[src/rtl/if_pkg.sv]
// Shared types and defaults for the instruction-fetch front end.
package if_pkg;

  localparam int ADDR_W_D = 10;
  localparam int DATA_W_D = 32;
  localparam int DEPTH_D  = 4;

  typedef enum logic [1:0] {
    S_BOOT,
    S_RUN,
    S_FLUSH
  } state_t;

  typedef struct packed {
    logic [ADDR_W_D-1:0] pc;
    logic [DATA_W_D-1:0] inst;
  } fifo_entry_t;

endpackage

[src/rtl/if_fifo.sv]
// Prefetch FIFO: DEPTH entries of {pc, inst}, with a flush that
// overrides any push or pop in the same cycle.
module if_fifo
  import if_pkg::*;
#(
  parameter int W     = ADDR_W_D + DATA_W_D,
  parameter int DEPTH = DEPTH_D,
  localparam int PW   = $clog2(DEPTH)
) (
  input  logic         clk,
  input  logic         rst,
  input  logic         i_flush,
  input  logic         i_push,
  input  logic [W-1:0] i_wdata,
  input  logic         i_pop,
  output logic [W-1:0] o_rdata,
  output logic [PW:0]  o_count
);

  logic [W-1:0]  r_mem [DEPTH];
  logic [PW-1:0] r_wp;
  logic [PW-1:0] r_rp;
  logic [PW:0]   r_cnt;
  logic          w_push;
  logic          w_pop;

  assign w_push  = i_push & ~i_flush;
  assign w_pop   = i_pop & ~i_flush & (r_cnt != '0);
  assign o_rdata = r_mem[r_rp];
  assign o_count = r_cnt;

  always_ff @(posedge clk) begin
    if (w_push) r_mem[r_wp] <= i_wdata;
  end

  always_ff @(posedge clk or negedge rst) begin
    if (!rst) begin
      r_wp  <= '0;
      r_rp  <= '0;
      r_cnt <= '0;
    end else if (i_flush) begin
      r_wp  <= '0;
      r_rp  <= '0;
      r_cnt <= '0;
    end else begin
      if (w_push) r_wp <= r_wp + PW'(1);
      if (w_pop)  r_rp <= r_rp + PW'(1);
      unique case ({w_push, w_pop})
        2'b10:   r_cnt <= r_cnt + (PW+1)'(1);
        2'b01:   r_cnt <= r_cnt - (PW+1)'(1);
        default: r_cnt <= r_cnt;
      endcase
    end
  end

endmodule

[src/rtl/inst_fetch_queue.sv]
// Fetch PC generator, imem read port and prefetch queue to decode.
// Optional IF_PERF_CNT_EN adds perf_fetched / perf_starve counters.
module inst_fetch_queue
  import if_pkg::*;
#(
  parameter int ADDR_W   = ADDR_W_D,
  parameter int DATA_W   = DATA_W_D,
  parameter int DEPTH    = DEPTH_D,
  parameter int RESET_PC = 0
) (
  input  logic              clk,
  input  logic              rst,
  output logic              imem_re,
  output logic [ADDR_W-1:0] imem_addr,
  input  logic [DATA_W-1:0] imem_rdata,
  input  logic              redirect_valid,
  input  logic [ADDR_W-1:0] redirect_pc,
  output logic              if_valid,
  output logic [DATA_W-1:0] if_inst,
  output logic [ADDR_W-1:0] if_pc,
  input  logic              id_ready
`ifdef IF_PERF_CNT_EN
  ,
  output logic [31:0]       perf_fetched,
  output logic [31:0]       perf_starve
`endif
);

  localparam int PW = $clog2(DEPTH);
  localparam int EW = ADDR_W + DATA_W;
  localparam logic [PW+1:0] DEPTH_L = (PW+2)'(DEPTH);

  state_t            r_state;
  state_t            w_next;
  logic [ADDR_W-1:0] r_fetch_pc;
  logic              r_inflight;
  logic [ADDR_W-1:0] r_inflight_pc;
  logic              w_issue;
  logic              w_push;
  logic              w_pop;
  logic [PW:0]       w_count;
  logic [PW+1:0]     w_used;
  logic [EW-1:0]     w_head;

  // Credit counts the in-flight read so a response always has a slot.
  assign w_used = {1'b0, w_count} + {{(PW+1){1'b0}}, r_inflight};

  always_comb begin
    w_next  = r_state;
    w_issue = 1'b0;
    unique case (r_state)
      S_BOOT:  w_next = redirect_valid ? S_FLUSH : S_RUN;
      S_RUN: begin
        if (redirect_valid) w_next = S_FLUSH;
        else w_issue = (w_used < DEPTH_L);
      end
      S_FLUSH: w_next = redirect_valid ? S_FLUSH : S_RUN;
      default: w_next = S_BOOT;
    endcase
  end

  assign w_push = r_inflight & ~redirect_valid;
  assign w_pop  = if_valid & id_ready;

  always_ff @(posedge clk or negedge rst) begin
    if (!rst) begin
      r_state       <= S_BOOT;
      r_fetch_pc    <= ADDR_W'(RESET_PC);
      r_inflight    <= 1'b0;
      r_inflight_pc <= '0;
    end else begin
      r_state    <= w_next;
      r_inflight <= w_issue;
      if (redirect_valid) begin
        r_fetch_pc <= redirect_pc;
      end else if (w_issue) begin
        r_fetch_pc    <= r_fetch_pc + ADDR_W'(1);
        r_inflight_pc <= r_fetch_pc;
      end
    end
  end

  if_fifo #(
    .W     (EW),
    .DEPTH (DEPTH)
  ) u_fifo (
    .clk     (clk),
    .rst     (rst),
    .i_flush (redirect_valid),
    .i_push  (w_push),
    .i_wdata ({r_inflight_pc, imem_rdata}),
    .i_pop   (w_pop),
    .o_rdata (w_head),
    .o_count (w_count)
  );

  assign imem_re   = w_issue;
  assign imem_addr = r_fetch_pc;
  assign if_valid  = (w_count != '0);
  assign if_inst   = if_valid ? w_head[DATA_W-1:0] : '0;
  assign if_pc     = if_valid ? w_head[EW-1:DATA_W] : '0;

`ifdef IF_PERF_CNT_EN
  logic [31:0] r_perf_fetched;
  logic [31:0] r_perf_starve;

  always_ff @(posedge clk or negedge rst) begin
    if (!rst) begin
      r_perf_fetched <= '0;
      r_perf_starve  <= '0;
    end else begin
      if (w_push && r_perf_fetched != '1)
        r_perf_fetched <= r_perf_fetched + 32'd1;
      if (id_ready && !if_valid && r_perf_starve != '1)
        r_perf_starve <= r_perf_starve + 32'd1;
    end
  end

  assign perf_fetched = r_perf_fetched;
  assign perf_starve  = r_perf_starve;
`endif

endmodule

[config.mk]
export PLATFORM = sky130hd
export DESIGN_NAME = inst_fetch_queue
export DESIGN_NICKNAME = d
export VERILOG_FILES = /design/src/rtl/if_pkg.sv /design/src/rtl/if_fifo.sv /design/src/rtl/inst_fetch_queue.sv
export SDC_FILE = /design/constraint.sdc
export NUM_CORES = 1
export LEC_CHECK = 0
export CORE_MARGIN = 2
export CORE_UTILIZATION = 58
export DETAILED_ROUTE_END_ITERATION = 8
export DONT_BUFFER_PORTS = 1
export PLACE_DENSITY = 0.74
export SLEW_MARGIN = 20
export SYNTH_ARGS = -nofsm -noshare
export SYNTH_HDL_FRONTEND = slang
export SYNTH_SLANG_ARGS = --single-unit
[constraint.sdc]
create_clock -name clk -period 2.9 [get_ports clk]
set_input_delay 0.145 -clock clk [delete_from_list [all_inputs] [get_ports clk]]
set_output_delay 0.145 -clock clk [all_outputs]
set_load 0.02 [all_outputs]
==> impl_metrics.csv <==
group,metric,value,unit
synth,synth_largest_type_area_fraction,64.2,%
setup_path,critical_path_cell_count,3,
floorplanning,initial_core_util,59.3,%
sta,worst_case_clock_skew,0.00637,ns
setup_path,worstPathBufferInverterCount,1,
layout,design.final.nets,527,
worst_hold_path,hold_start,"id_ready",
layout,layout_cell_share_with_drive_strength_beyond_1,19.3,%
clock_network,cell_at_the_root_of_the_clock_tree,"clkbuf_16",
floorplanning,num_rows,42,
layout,layout.core_utilization,69.5,%
synth,leading_post_synthesis_cells_by_cell_area,"edfxtp_1 64%, mux4_2 12%, dfrtp_1 9.6%",
clock_network,deepest_level_of_the_cts_h_tree,4,
routing,drt_via_density,5.84,
global_routing,grt.met1_usage,26.6,%
floorplanning,die_w,120,um
synth,synth-seq-area-share,73.8,%
synth,ys_types,44,
synth,postSynthRegisterBits,198,
layout,non_filler_instance_count_after_layout,664,
clock_network,cts-buffers-inserted,17,
clock_network,cts_tree,"built",
setup_path,regToRegStartpoint,"u_fifo.o_count[2]$_DFFE_PN0P_",
setup_path,reg_to_reg_endpoint,"u_fifo.o_count[2]$_DFFE_PN0P_",
routing,ant_nets,0,
global_routing,grt_first_pass_wirelength,21700,um
setup_path,max_stage_delay,0.63,ns
setup_path,critPathMaxFanout,30,
worst_hold_path,worstHoldEndpoint,"u_fifo.o_count[2]$_DFFE_PN0P_",
clock_network,clock_sink_count,198,
setup_path,cp_top_family,"flip-flops",
global_routing,top_usage_layer,"met2",
global_routing,grtUsageTotal,20.4,%
setup_path,cp_slowest_cell,"dfrtp_4",
routing,routed-via-count,3881,
global_routing,use_met3,5.71,%
worst_hold_path,timing.hold.worst_path_depth,3,
layout,num_antenna_cells,0,
synth,synth.avg_cell_area,18.6,sq um
outcome,status,"finished, final reports clean",
sta,hold_viol,0,
floorplanning,core,13200,sq um
clock_network,cts-root-to-sink-buffers,2,
clock_network,clk-insertion-delay-late,0.42,ns
synth,post_synth_instance_area,7860,sq um
global_routing,globalRouteMet2Util,32.9,%
sta,setup-violations-final,0,
worst_hold_path,hold_path_class,"in2reg",
setup_path,crit_arrival,2.18,ns
setup_path,regToRegSetupSlack,0.87,ns
global_routing,grt.overflow.total,0,
setup_path,worstPathRequired,2.76,ns
sta,fin_setup_tns,0,ns
layout,mostFrequentLayoutCell,"edfxtp_1",
sta,fin_crit,2.32,ns
layout,area_delta_synth_final,17.2,%
routing,postRouteWirelength,13700,um
synth,yosys_warnings,0,
floorplanning,io_pins,100,
setup_path,worstSetupEndpointType,"output pin",
placement,place.port_buffers,0,
sta,fmax,431,MHz
global_routing,antenna_violations_before_repair,0,
floorplanning,floorplan.die_area,14500,sq um
layout,n_fill_cell,875,
sta,max_slew_margin,47.4,%
clock_network,post_cts_resized,0,
sta,post-route-period-util,80.0,%
sta,worst_pin_slew,0.786,ns
clock_network,clk_transition_reported_paths,0.06,ns
run,max_cap_violations,0,
placement,globalplace.congestion,0.793,
synth,netlist_instances,423,
layout,layout.cells.most_common_list,"168 x edfxtp_1, 46 x dlygate4sd3_1, 43 x and2_1, 42 x mux4_2, 33 x nand2_1",
routing,dr.pass1.iters,4,
global_routing,grt_pass1_vias,4077,
global_routing,grt_start_max_net_pins,45,
pwr,power.ir.vdd_worst,0.347,mV
placement,place_inst,585,
setup_path,rr_worst_depth,6,
synth,syn_nets,475,
routing,drt-wirelength-per-cell,20.6,um
routing,dr.first_iter.drc_count,234,
setup_path,crit_path_start_kind,"flip-flop",
synth,yosysTopAreaCell,"edfxtp_1",
sta,timing_max_transition_violations_final,0,
sta,hold_slack,0.0632,ns
placement,hpwl,8070,um
setup_path,critical_path.cell_chain,"buf_12 -> mux4_2 -> and2_1",
setup_path,criticalPathCategory,"reg2out",
floorplanning,die_height,120,um
pwr,power_per_cell_area,776,nW/um^2
routing,remaining_drc_errors,0,
pwr,total_leakage_power,0.00311,uW
sta,unrepaired_setup_endpoints_after_global_routing,"no",
==> final cells by class <==
cell class | count | area (sq um) | area share [%]
sequential | 198 | 5800 | 63.0
multi-input combinational | 198 | 1940 | 21.1
timing repair buffer | 55 | 591 | 6.41
clock buffer | 17 | 425 | 4.62
tap | 176 | 220 | 2.39
clock inverter | 15 | 209 | 2.27
inverter | 5 | 18.8 | 0.204
==> logic make-up after synthesis <==
family / after synthesis / share of synthesized area (%)
flops: 198 / 73.8
simple gates: 112 / 7.74
mux: 44 / 12.3
compound gates: 30 / 2.93
buf+inv: 27 / 1.54
xor+xnor: 6 / 0.669
fa+ha+maj: 6 / 1.05
==> per-layer routing <==
layer | wire [um] | share of wire, % | vias to the layer above
met5 | 0 | 0 | -
met4 | 172 | 1.3 | 0
met3 | 801 | 5.9 | 12
met2 | 7010 | 51 | 125
met1 | 5680 | 42 | 1995
li1 | - | - | 1749
==> report_power, final <==
group / internal [uW] / leakage [uW] / switching, uW / total, uW
Combinational: 500 / 0.000908 / 732 / 1230
Sequential: 3240 / 0.00190 / 191 / 3430
Clock: 1520 / 0.000310 / 962 / 2480
Total: 5260 / 0.00311 / 1890 / 7140
==> cells in the mapped netlist <==
library cell	instances
nor3b_1	1
inv_1	4
or3_1	1
clkbuf_1	13
nor4b_4	1
fa_1	1
a32oi_1	1
o21bai_1	3
or4_1	1
o31ai_2	1
and3_1	1
a21boi_0	1
and2_1	47
mux2i_1	2
edfxtp_1	168
a41oi_1	1
nor2b_1	2
dfrtp_1	30
a22oi_1	3
nor3_1	6
nand3_1	6
buf_6	1
a21oi_2	1
nand2_2	1
and4_1	1
xnor2_1	4
inv_2	1
a21o_1	3
buf_2	7
o31ai_1	1
o41ai_2	1
mux4_2	42
ha_1	5
a21oi_1	3
o211ai_1	1
nand2_1	33
nand4b_1	1
nand4_1	2
o21ai_1	3
o21ai_0	3
a221o_1	4
nor2_1	8
xor2_1	2
buf_4	1
==> worst max-delay path by stage <==
| stage | slack, ns | from | to |
|---|---|---|---|
| final | 0.58 | u_fifo.r_rp[0]$_DFFE_PN0P_ | if_pc[4] |
| after global routing | 0.45 | u_fifo.r_rp[0]$_DFFE_PN0P_ | if_pc[4] |
| after CTS | 0.51 | u_fifo.r_rp[0]$_DFFE_PN0P_ | if_pc[4] |
| after detailed placement | 0.87 | u_fifo.o_count[2]$_DFFE_PN0P_ | u_fifo.o_count[2]$_DFFE_PN0P_ |
| after global placement | 0.97 | u_fifo.r_rp[0]$_DFFE_PN0P_ | if_pc[5] |
| after floorplan | 0.78 | r_inflight$_DFF_PN0_ | u_fifo.r_mem[0][0]$_DFFE_PP_ |
==> registers in the layout, indices dropped and copies added, names as in the netlist <==
name            flops
u_fifo.r_mem      168
imem_addr          10
r_inflight_pc      10
u_fifo.o_count      3
r_state             2
u_fifo.r_rp         2
u_fifo.r_wp         2
r_inflight          1
==> per-stage QoR <==
stage          cell area [sq um]  setup slack (ns)  total power [uW]
6_report                    9210             0.580              7140
3_5_place_dp                8090             0.874              4660
5_1_grt                     9210             0.447              7420
2_1_floorplan               7860             0.775              4430
4_1_cts                     9210             0.508              7210
3_3_place_gp                8090             0.974              4630
==> repair_timing <==
| item | in CTS | in global routing |
|---|---|---|
| hold buffers | 47 | 0 |
| hold endpoints to repair | 177 | 0 |
| setup buffers | 0 | 0 |
==> tightest hold or removal path, stage by stage <==
cell      delay, ns
nor2b_1        0.02
o21bai_1       0.13
a41oi_1        0.12
Note: power is estimated with default switching activity, not from simulation.
